[config.mk]
export PLATFORM = sky130hd
export DESIGN_NAME = prod_accum
export DESIGN_NICKNAME = d
export VERILOG_FILES = /design/src/rtl/prod_accum.sv
export SDC_FILE = /design/constraint.sdc
export NUM_CORES = 1
export LEC_CHECK = 0
export CORE_MARGIN = 10
export CORE_UTILIZATION = 60
export CTS_BUF_LIST = sky130_fd_sc_hd__clkbuf_2
export DETAILED_ROUTE_END_ITERATION = 10
export GPL_ROUTABILITY_DRIVEN = 0
export GPL_TIMING_DRIVEN = 0
export PLACE_DENSITY = 0.95
export SLEW_MARGIN = 0
export SYNTH_ARGS = -nofsm -noshare
export SYNTH_HDL_FRONTEND = slang
export SYNTH_SLANG_ARGS = --single-unit
[constraint.sdc]
create_clock -name clk -period 4.55 [get_ports clk]
set_input_delay 0.455 -clock clk [delete_from_list [all_inputs] [get_ports clk]]
set_output_delay 0.455 -clock clk [all_outputs]
set_load 0.02 [all_outputs]
[src/rtl/prod_accum.sv]
// -----------------------------------------------------------------------------
// prod_accum
//
// Multiply-accumulate back end for the 8x8 array multiplier. It sums unsigned
// 16-bit products over a frame delimited by in_last. It then presents the frame
// total, the beat count and an overflow flag on a registered valid/ready output.
//
// Optional feature (compile-time macro):
//   PROD_ACCUM_SATURATE_EN - defined: the accumulator clamps at 2^ACC_W-1 on
//                            carry-out and stays clamped for the rest of the
//                            frame. Undefined: the accumulator wraps modulo
//                            2^ACC_W. In both cases out_ovf flags the event.
// -----------------------------------------------------------------------------
module prod_accum #(
  parameter int ACC_W = 24,  // accumulator / sum width, >= 16
  parameter int CNT_W = 8    // beat-counter width
) (
  input  logic             clk,
  input  logic             rst,
  input  logic             clr,
  input  logic             in_valid,
  output logic             in_ready,
  input  logic [15:0]      in_prod,
  input  logic             in_last,
  output logic             out_valid,
  input  logic             out_ready,
  output logic [ACC_W-1:0] out_sum,
  output logic [CNT_W-1:0] out_count,
  output logic             out_ovf
);

  typedef enum logic {
    ST_ACCUM = 1'b0,
    ST_HOLD  = 1'b1
  } state_e;

  localparam logic [CNT_W-1:0] CNT_MAX = '1;
`ifdef PROD_ACCUM_SATURATE_EN
  localparam logic [ACC_W-1:0] ACC_MAX = '1;
`endif

  // Control and running frame state.
  state_e           state_q, state_d;
  logic [ACC_W-1:0] acc_q, acc_d;
  logic [CNT_W-1:0] cnt_q, cnt_d;
  logic             ovf_q, ovf_d;

  // Result registers driving the output port; loaded on the last beat only.
  logic [ACC_W-1:0] res_sum_q, res_sum_d;
  logic [CNT_W-1:0] res_cnt_q, res_cnt_d;
  logic             res_ovf_q, res_ovf_d;

  // Frame state after the beat on in_prod has been added.
  logic [ACC_W:0]   add_full;
  logic             carry;
  logic [ACC_W-1:0] acc_upd;
  logic [CNT_W-1:0] cnt_upd;
  logic             ovf_upd;
  logic             beat_acc;
  logic             out_hs;

  // The extra top bit of the adder captures the carry out of the accumulator.
  assign add_full = {1'b0, acc_q} + {{(ACC_W + 1 - 16){1'b0}}, in_prod};
  assign carry    = add_full[ACC_W];

`ifdef PROD_ACCUM_SATURATE_EN
  // Once a frame has overflowed it stays pinned at full scale.
  assign acc_upd = (ovf_q || carry) ? ACC_MAX : add_full[ACC_W-1:0];
`else
  assign acc_upd = add_full[ACC_W-1:0];
`endif

  assign cnt_upd  = (cnt_q == CNT_MAX) ? cnt_q : cnt_q + CNT_W'(1);
  assign ovf_upd  = ovf_q | carry;

  // The ready and valid outputs are decoded from the state flop alone. There is
  // no path from out_ready or in_valid. in_ready is also held low while reset
  // is asserted.
  assign in_ready  = (state_q == ST_ACCUM) && !rst;
  assign out_valid = (state_q == ST_HOLD);
  assign beat_acc  = in_valid && in_ready;
  assign out_hs    = out_valid && out_ready;

  assign out_sum   = res_sum_q;
  assign out_count = res_cnt_q;
  assign out_ovf   = res_ovf_q;

  // Next-state decode: clr wins, then beat acceptance (ACCUM) or the result
  // handshake (HOLD).
  always_comb begin
    // NOTE: every signal assigned here gets a default first. That way no path
    // leaves one unassigned and infers a latch.
    state_d   = state_q;
    acc_d     = acc_q;
    cnt_d     = cnt_q;
    ovf_d     = ovf_q;
    res_sum_d = res_sum_q;
    res_cnt_d = res_cnt_q;
    res_ovf_d = res_ovf_q;

    if (clr) begin
      // Abort: drop any beat and any pending result this cycle.
      state_d = ST_ACCUM;
      acc_d   = '0;
      cnt_d   = '0;
      ovf_d   = 1'b0;
    end else if (state_q == ST_ACCUM) begin
      if (beat_acc) begin
        acc_d = acc_upd;
        cnt_d = cnt_upd;
        ovf_d = ovf_upd;
        if (in_last) begin
          // The result includes the last beat itself.
          res_sum_d = acc_upd;
          res_cnt_d = cnt_upd;
          res_ovf_d = ovf_upd;
          state_d   = ST_HOLD;
        end
      end
    end else begin
      if (out_hs) begin
        acc_d   = '0;
        cnt_d   = '0;
        ovf_d   = 1'b0;
        state_d = ST_ACCUM;
      end
    end
  end

  // State and datapath registers with synchronous active-high reset.
  always_ff @(posedge clk) begin
    // NOTE: sequential state uses non-blocking assignments, so every register
    // here samples the pre-edge values regardless of statement order.
    if (rst) begin
      state_q   <= ST_ACCUM;
      acc_q     <= '0;
      cnt_q     <= '0;
      ovf_q     <= 1'b0;
      res_sum_q <= '0;
      res_cnt_q <= '0;
      res_ovf_q <= 1'b0;
    end else begin
      state_q   <= state_d;
      acc_q     <= acc_d;
      cnt_q     <= cnt_d;
      ovf_q     <= ovf_d;
      res_sum_q <= res_sum_d;
      res_cnt_q <= res_cnt_d;
      res_ovf_q <= res_ovf_d;
    end
  end

endmodule

==> results.cfg, run 1 <==
[die]
die_h_um = 98.9
coreArea_sq_mm = 0.00599
die_area_sq_mm = 0.00977
die_x_um = 98.9
initial_core_util_pct = 62.3
num_io_pins = 57
std_cell_rows = 28

[global_routing]
antenna_found_initial = 0
grt_pass1_wl_um = 17400
track_usage_pct = 21.3
grt_max_degree = 12
grt_pass1_vias = 3634
overflow = 0

[synthesis]
syn-instance-count = 461
synth_edf_count = 0
syn_avg_cell_area_sq_um = 8.09
async_flop_share_pct = 0
yosysUniqueCellTypes = 62
yosys_warnings = 0
ys_seq_elements = 67
syn_nets = 501
syn_area_sq_mm = 0.00373
ys_seq_area_share_pct = 35.9
synth_flop_cell = dfxtp_1

[clocking]
worstSkewPairLatency_ns = 0.52
tritoncts = yes
cts_hold_buf = 0
cts_htree_levels = 3
cts.sinks = 67
clkTransAtPathRegs_ns = 0.20
cts_resized = 0
numCtsBuffers = 9
cts_buffer_depth = 2
cts_root_buf = clkbuf_2
cts_setup_buffers = 0

[detailed_routing]
ant_nets = 0
wirelength_um = 10700
viasPerCell = 6.20
drc = 0
wl_per_cell_um = 17.6
via_count = 3761
drt_iter0_drc = 365
dr.pass1.iters = 5

[timing]
period_needed_ns = 2.86
skew_ns = 0.0293
setup_tns_ns = 0
tightest_slew_ns = 0.926
setup_viol = 0
finalHoldViolations = 0
report.final.slew_viol_count = 0
rsz0062_at_grt = false
period_share_pct = 62.9
fmax_mhz = 349
worst_slew_margin_rel_pct = 38.0
setup_ws_ns = 1.69

[critical_path]
regToRegEndpoint = out_sum[22]
crit_type = in2reg
crit_buf_inv = 2
r2r_start = acc_q[0]
critPathSlowestCell = clkdlybuf4s50_1
slowest_delay_ns = 0.47
worstPathCellList = clkdlybuf4s50_1 -> ha_1 -> inv_1 -> fa_1 -> and2b_1 -> o31a_1 -> nand3_2 -> a31oi_1 -> a31o_2 -> nor3_1 -> nor4_1
critPathMaxFanout = 4
worstRegToRegCells = 10
cp-start-kind = input pin
rrSetupSlack_ns = 1.73
worst-endpoint-required_ns = 4.98
arrival_ns = 3.29
crit_cells = 11
crit_path_end_kind = flop
path_delay_family = compound AO/OA/AOI/OAI gates

[min_path]
holdPathStages = 2
min_from = rst
min_to = out_sum[20]
min_path_type = in2reg

[layout]
antenna-diode-count = 0
area_growth_pct = 21.3
nNetsFinal = 567
fillers = 419
finalNonFillerCells = 607
stdcell_area_sq_mm = 0.00453
layout-drive-gt1-share_pct = 8.65

[place]
dp_cells = 591
dpl.hpwl_um = 7770
dp_slack_ns = 1.23
post_dp_cell_area_sq_mm = 0.00438
port_buffers = 55

[power]
pwr_density_cell_mw_per_mm2 = 274
ir_drop_v = 0.000215
p_leak_nw = 1.65

[run_status]
outcome = finished, final reports clean

[job]
maxCapViolCount = 0
## synthesized netlist by cell type, types with 3 or more instances
cell type	instances	area, sq um
dfxtp_1	67	1340
nand2_1	61	229
nor2_1	50	188
a21oi_1	48	240
nand3_1	21	105
clkbuf_1	17	63.8
ha_1	17	213
o21ai_0	15	75.1
inv_1	11	41.3
xnor2_1	10	87.6
a31oi_1	9	56.3
o211ai_1	9	67.6
a211oi_1	8	60.1
buf_2	7	35.0
nor3_1	7	35.0
xor2_1	7	61.3
or3_1	6	37.5
and3_1	5	31.3
nand4_1	5	31.3
or4_1	5	37.5
a21o_1	4	30.0
a22o_1	4	35.0
a311oi_2	4	60.1
nand2b_1	4	25.0
a22oi_1	3	22.5
o21a_1	3	22.5
o21ai_1	3	15.0
o21ai_2	3	26.3
o21bai_1	3	22.5
o31a_1	3	26.3
or2_2	3	18.8
## logic make-up (layout without fill, tap and decap cells)
kind of cell / Yosys count / count (layout) / share of synthesized area [%]
DFF: 67 / 67 / 35.9
and+or+nand+nor: 184 / 184 / 23.3
muxes: 2 / 2 / 0.537
adders and majority gates: 18 / 18 / 6.24
xor gates and xnor gates: 17 / 17 / 3.99
buffers and inverters: 38 / 109 / 4.56
AOI/OAI and AO/OA: 135 / 135 / 25.4
## area by class of cell
type                    count  area (sq um)  share of cell area, %
multi-input cells         356          2220                   49.0
well taps                  75          93.8                   2.07
flip-flops and latches     67          1340                   29.6
inverters                  11          41.3                  0.912
clock buffers               9          45.0                  0.995
plain buffers              27           129                   2.85
repair buffers             55           551                   12.2
clock inverters             7           106                   2.35
## how the worst max path moves through the flow
stage / start / to / slack (ns)
6_report: in_prod[0] / out_sum[22] / 1.69
3_5_place_dp: in_prod[0] / out_sum[22] / 1.23
3_3_place_gp: in_prod[0] / ovf_q / 1.35
4_1_cts: in_prod[0] / out_sum[22] / 1.75
5_1_grt: in_prod[0] / out_sum[22] / 1.57
2_1_floorplan: in_prod[0] / ovf_q / 2.02
## sequential cells by signal, summed over array words and instances, names as in the netlist
register,count
acc_q,24
out_sum,24
out_valid,1
ovf_q,1
cnt_q,8
out_ovf,1
out_count,8
## worst reg2reg max path, delay by kind of cell (launching register included)
kind / cells / cell delay, ns
AO/OA/AOI/OAI: 3 / 0.97
flip-flops: 1 / 0.37
adder cells (fa/ha/maj): 2 / 0.58
buffers and inverters: 1 / 0.06
AND/OR/NAND/NOR: 4 / 0.76
## per-stage QoR
step                total power [mW]  hold slack (ns)  util [%]
floorplan                      0.728            0.429         -
global placement               0.789            0.439      73.0
detailed placement             0.795            0.450      73.0
CTS                             1.24            0.131      75.6
global route                    1.28            0.137      75.6
finish                          1.24            0.143      75.6
## where the power goes
part           internal [mW]  switching, mW
combinational         0.0739          0.107
clock                  0.231          0.223
sequential             0.600        0.00726
## cells in the final DEF, fill, tap and decap left out, drive strengths merged, types with 7 or more instances in the layout
master	count
o211ai	10
buf	10
nor3	7
xor2	7
a211oi	8
nand2	62
a31oi	10
clkdlybuf4s50	55
clkbuf	26
o21ai	21
xnor2	10
nor2	51
ha	17
dfxtp	67
inv	11
nand3	22
a21oi	50
## metal layers
metal	wire length (um)	GRT usage (%)	share of wire (%)
met1	4180	23.5	39
met2	5060	36.1	47
met4	353	10.1	3.3
met5	0	0	0
met3	1070	6.77	10
(Power assumes the default switching activity.)
==> run 2: changes to the inputs <==
- CORE_UTILIZATION: 60 -> 51
- PLACE_DENSITY: 0.95 -> 0.88
- clock period: 4.55 -> 2.6 ns (I/O delays scaled with it)
==> run 2 against run 1 <==
  * Register-to-register slack lost 1.7 ns
  * First-iteration DRC count is 12% lower
  * Via count is 2.4% higher
  * Global-route usage fell by 2.6 points
  * Setup slack worse by 1.7 ns
  * Design area increased by 3.2%
  * Count of clock-buffer cells in the layout rose by 1
  * Largest cell class unchanged
  * Largest power group unchanged
==> results.cfg, run 2 (same netlist as run 1, synthesis figures left out) <==
[detailed_routing]
via_count = 3850
ant_nets = 0
drc = 0
dr.pass1.iters = 5
drt_iter0_drc = 322
wirelength_um = 11000
viasPerCell = 6.03
wl_per_cell_um = 17.2

[die]
die_h_um = 106
initial_core_util_pct = 52.0
std_cell_rows = 31
coreArea_sq_mm = 0.00718
die_x_um = 106
die_area_sq_mm = 0.0111
num_io_pins = 57

[layout]
antenna-diode-count = 0
final_cell_mix = dfxtp_1, nand2_1, clkdlybuf4s50_1, nor2_1, a21oi_1
nNetsFinal = 575
stdcell_area_sq_mm = 0.00467
layout-drive-gt1-share_pct = 11.7
finalNonFillerCells = 639
post-route-util_pct = 65.1
final_common_cell = dfxtp_1
area_growth_pct = 25.2

[timing]
period_needed_ns = 2.59
setup_tns_ns = 0
holdWs_ns = 0.328
period_share_pct = 99.6
skew_ns = 0.0215
worst_slew_margin_rel_pct = 41.0
rsz0062_at_grt = true
fmax_mhz = 386
finalHoldViolations = 0
tightest_slew_ns = 0.882
setup_viol = 0
setup_ws_ns = 0.0109
report.final.slew_viol_count = 0

[critical_path]
arrival_ns = 3.07
cp-start-kind = flop
worst-endpoint-required_ns = 3.08
crit_path_end_kind = flop
critPathMaxFanout = 5
crit_type = reg2reg

[clocking]
cts_root_buf = clkbuf_2
cts_buffer_depth = 2
clkTransAtPathRegs_ns = 0.21
worstSkewPairLatency_ns = 0.55
numCtsBuffers = 9
cts.sinks = 67
cts_htree_levels = 3
tritoncts = yes

[run_status]
outcome = finished, final reports clean

[global_routing]
grt_max_degree = 13
track_usage_pct = 18.7
overflow = 0
grt_pass1_vias = 3587
antenna_found_initial = 0
grt_pass1_wl_um = 17200

[power]
p_leak_nw = 1.69
total_power_mw = 2.23
pwr_density_cell_mw_per_mm2 = 478
ir_drop_v = 0.000368

[job]
maxCapViolCount = 0

[place]
dp_slack_ns = -0.537
port_buffers = 55
dp_cells = 615
dpl.hpwl_um = 7800
post_dp_cell_area_sq_mm = 0.00441

[min_path]
min_path_type = in2reg
==> run 2: power by group <==
| group | switching (mW) | total [mW] | internal, mW |
|---|---|---|---|
| Combinational | 0.189 | 0.324 | 0.134 |
| Sequential | 0.0133 | 1.06 | 1.05 |
| Clock | 0.427 | 0.846 | 0.419 |
| Total | 0.630 | 2.23 | 1.60 |
==> run 2: metal layers <==
layer	vias to the layer above	track usage (%)	wire, um
met5	-	0	0
met4	0	8.99	344
met3	38	4.38	943
met2	221	31.2	5280
met1	1784	22.0	4410
li1	1807	-	-
==> run 2: layout make-up <==
type | count | area (sq um)
buffer | 27 | 129
clock buffer | 10 | 50.0
clock inverter | 6 | 114
fill | 598 | 2510
inverter | 11 | 41.3
multi-input combinational | 356 | 2260
sequential | 67 | 1340
tap | 99 | 124
timing repair buffer | 63 | 613
==> run 2: worst max-delay path, cell delays in order (launching register included) <==
cell and delay (ns):
dfxtp_2 0.40, ha_4 0.14, inv_2 0.04, fa_2 0.34, and2b_1 0.22, o31a_1 0.19, nand3_2 0.15, a31oi_4 0.26
o21ai_4 0.11, or4_4 0.50, a21oi_2 0.15
==> run 2: final timing paths <==
kind / from / endpoint / slack [ns] / cells past startpoint
min: in_last / out_valid / 0.33 / 3
min reg2reg: out_sum[2] / out_sum[2] / 0.47 / 2
max: acc_q[0] / ovf_q / 0.01 / 10
max reg2reg: acc_q[0] / ovf_q / 0.01 / 10
==> run 2: repair_timing <==
action / in CTS / in global routing
buffers inserted: 2 / 5
hold buffers: 1 / 0
pin swaps: 4 / 7
endpoints found under the hold margin: 2 / 0
gates resized for setup: 2 / 8
setup endpoints to repair: 4 / 16
==> run 3: changes to the inputs <==
- CELL_PAD_IN_SITES_DETAIL_PLACEMENT: unset -> 1
- CELL_PAD_IN_SITES_GLOBAL_PLACEMENT: unset -> 2
- CORE_UTILIZATION: 51 -> 30
==> run 3 against run 2 <==
  * Clock skew is 0.017 ns higher
  * Routed wire length up 11%
  * Sequential share of layout area shrank 0.74 points
  * Worst hold slack better by 0.017 ns
  * Total power rose by 0.20%
  * Combinational power grew 2%
  * Setup slack gained 0.015 ns
  * Count of clock-buffer cells in the layout down 1
  * Critical path depth stayed put
  * Design area increased by 2.6%
==> results.cfg, run 3 (same netlist as run 1, synthesis figures left out) <==
[place]
port_buffers = 55
dpl.hpwl_um = 9280

[die]
coreArea_sq_mm = 0.0121
initial_core_util_pct = 30.8
die_h_um = 132
num_io_pins = 57
die_x_um = 132
die_area_sq_mm = 0.0173
std_cell_rows = 40

[layout]
nNetsFinal = 575
area_growth_pct = 28.4
final_cell_mix = dfxtp_1, nand2_1, clkdlybuf4s50_1, nor2_1, a21oi_1
regArea_sq_mm = 0.00134
final_common_cell = dfxtp_1
multi_input_area_sq_mm = 0.00229
fillers = 1488
layout-drive-gt1-share_pct = 11.9
antenna-diode-count = 0

[clocking]
cts_root_buf = clkbuf_2
worstSkewPairLatency_ns = 0.58
clkTransAtPathRegs_ns = 0.22
tritoncts = yes
numCtsBuffers = 9
cts_htree_levels = 3
cts.sinks = 67
cts_buffer_depth = 2

[detailed_routing]
drt_iter0_drc = 159
ant_nets = 0
dr.pass1.iters = 4
wirelength_um = 12200
via_count = 3643
viasPerCell = 5.15
wl_per_cell_um = 17.3
drc = 0

[power]
pwr-share-clk_pct = 37.7
p_sw_uw = 640
pwr_density_cell_mw_per_mm2 = 467
seq_power_share_pct = 47.5
p_leak_nw = 1.70
total_power_mw = 2.24
pwr-share-comb_pct = 14.8
p_sw_share_pct = 28.6
power.internal_mw = 1.60
ir_drop_v = 0.000394

[job]
maxCapViolCount = 0

[global_routing]
overflow = 0
grt_pass1_wl_um = 20200
grt_max_degree = 13
antenna_found_initial = 0
grt_pass1_vias = 3907
track_usage_pct = 14.1

[critical_path]
path_delay_family = simple AND/OR/NAND/NOR gates
r2r_start = acc_q[0]
crit_type = reg2reg
cp-startpoint = acc_q[0]
cp-start-kind = flop
arrival_ns = 3.10
worstPathCellList = ha_4 -> inv_2 -> fa_2 -> and2b_1 -> o31a_1 -> nand3_4 -> a31oi_4 -> o21ai_4 -> or4_4 -> a21oi_2
slowest_delay_ns = 0.49
critPathSlowestCell = or4_4
worst-endpoint-required_ns = 3.12
crit_path_end_kind = flop
critPathMaxFanout = 5
crit_buf_inv = 1

[timing]
period_needed_ns = 2.57
setup_viol = 0
skew_ns = 0.0385
worst_slew_margin_rel_pct = 35.2
period_share_pct = 99.0
fmax_mhz = 388
rsz0062_at_grt = true
finalHoldViolations = 0
tightest_slew_ns = 0.968
report.final.slew_viol_count = 0
holdWs_ns = 0.345

[min_path]
min_path_type = in2reg
min_from = in_last

[run_status]
outcome = finished, final reports clean
run 3: cell types whose count changed in the layout (fill, tap and decap cells not counted), sizes merged:
| cell | before | now |
|---|---|---|
| clkbuf | 27 | 26 |
| inv | 11 | 12 |
| clkinvlp | 2 | 1 |
| clkinv | 1 | 2 |
run 3: stage by stage:
step                cells  setup TNS, ns  util [%]  cell area, sq um  setup WS, ns
floorplan             461              0         -              3730         0.209
global route          708         -0.355      39.6              4790        -0.116
global placement      684          -6.51      37.1              4490        -0.517
detailed placement    684          -7.64      37.1              4490        -0.571
finish                708              0      39.6              4790        0.0259
CTS                   702        -0.0800      38.6              4680       -0.0800
run 3: layout make-up:
type,count,share of cell area (%)
Inverter,11,0.862
Clock inverter,7,2.40
Tap cell,168,4.39
Timing Repair Buffer,63,12.9
Clock buffer,9,0.940
Sequential cell,67,28.0
Buffer,27,2.72
Multi-Input combinational cell,356,47.8
run 3: final timing paths:
path / cells after the start / end / slack, ns
max: 10 / ovf_q / 0.03
min: 3 / out_valid / 0.34
max reg2reg: 10 / ovf_q / 0.03
min reg2reg: 2 / out_sum[5] / 0.48
run 3: routing by layer:
metal  vias to the layer above  track usage, %  part of all wire [%]
met5                         -               0                     0
met4                         0            4.02                   1.2
met3                        11            4.46                   5.0
met2                        60            23.7                    48
met1                      1770            16.7                    46
li1                       1802               -                     -
run 3: what timing repair did:
| item | 4_1_cts | 5_1_grt |
|---|---|---|
| hold buffers | 1 | 0 |
| setup buffers | 1 | 7 |
| hold endpoints to repair | 2 | 0 |
| setup endpoints to repair | 5 | 18 |
| pin swaps | 1 | 14 |
| gates cloned | 0 | 0 |
| gates resized for setup | 1 | 17 |
run 3: power groups by stage:
stage	Sequential [mW]	Clock (mW)	Combinational, mW
after floorplan	1.10	0	0.175
after global placement	1.08	0	0.312
after detailed placement	1.08	0	0.319
after CTS	1.06	0.859	0.324
after global routing	1.07	0.902	0.363
final	1.06	0.844	0.330
run 3: tightest hold or removal path: stages:
cell and delay (ns):
clkdlybuf4s50_1 0.46, nand2_2 0.12, a21oi_1 0.06
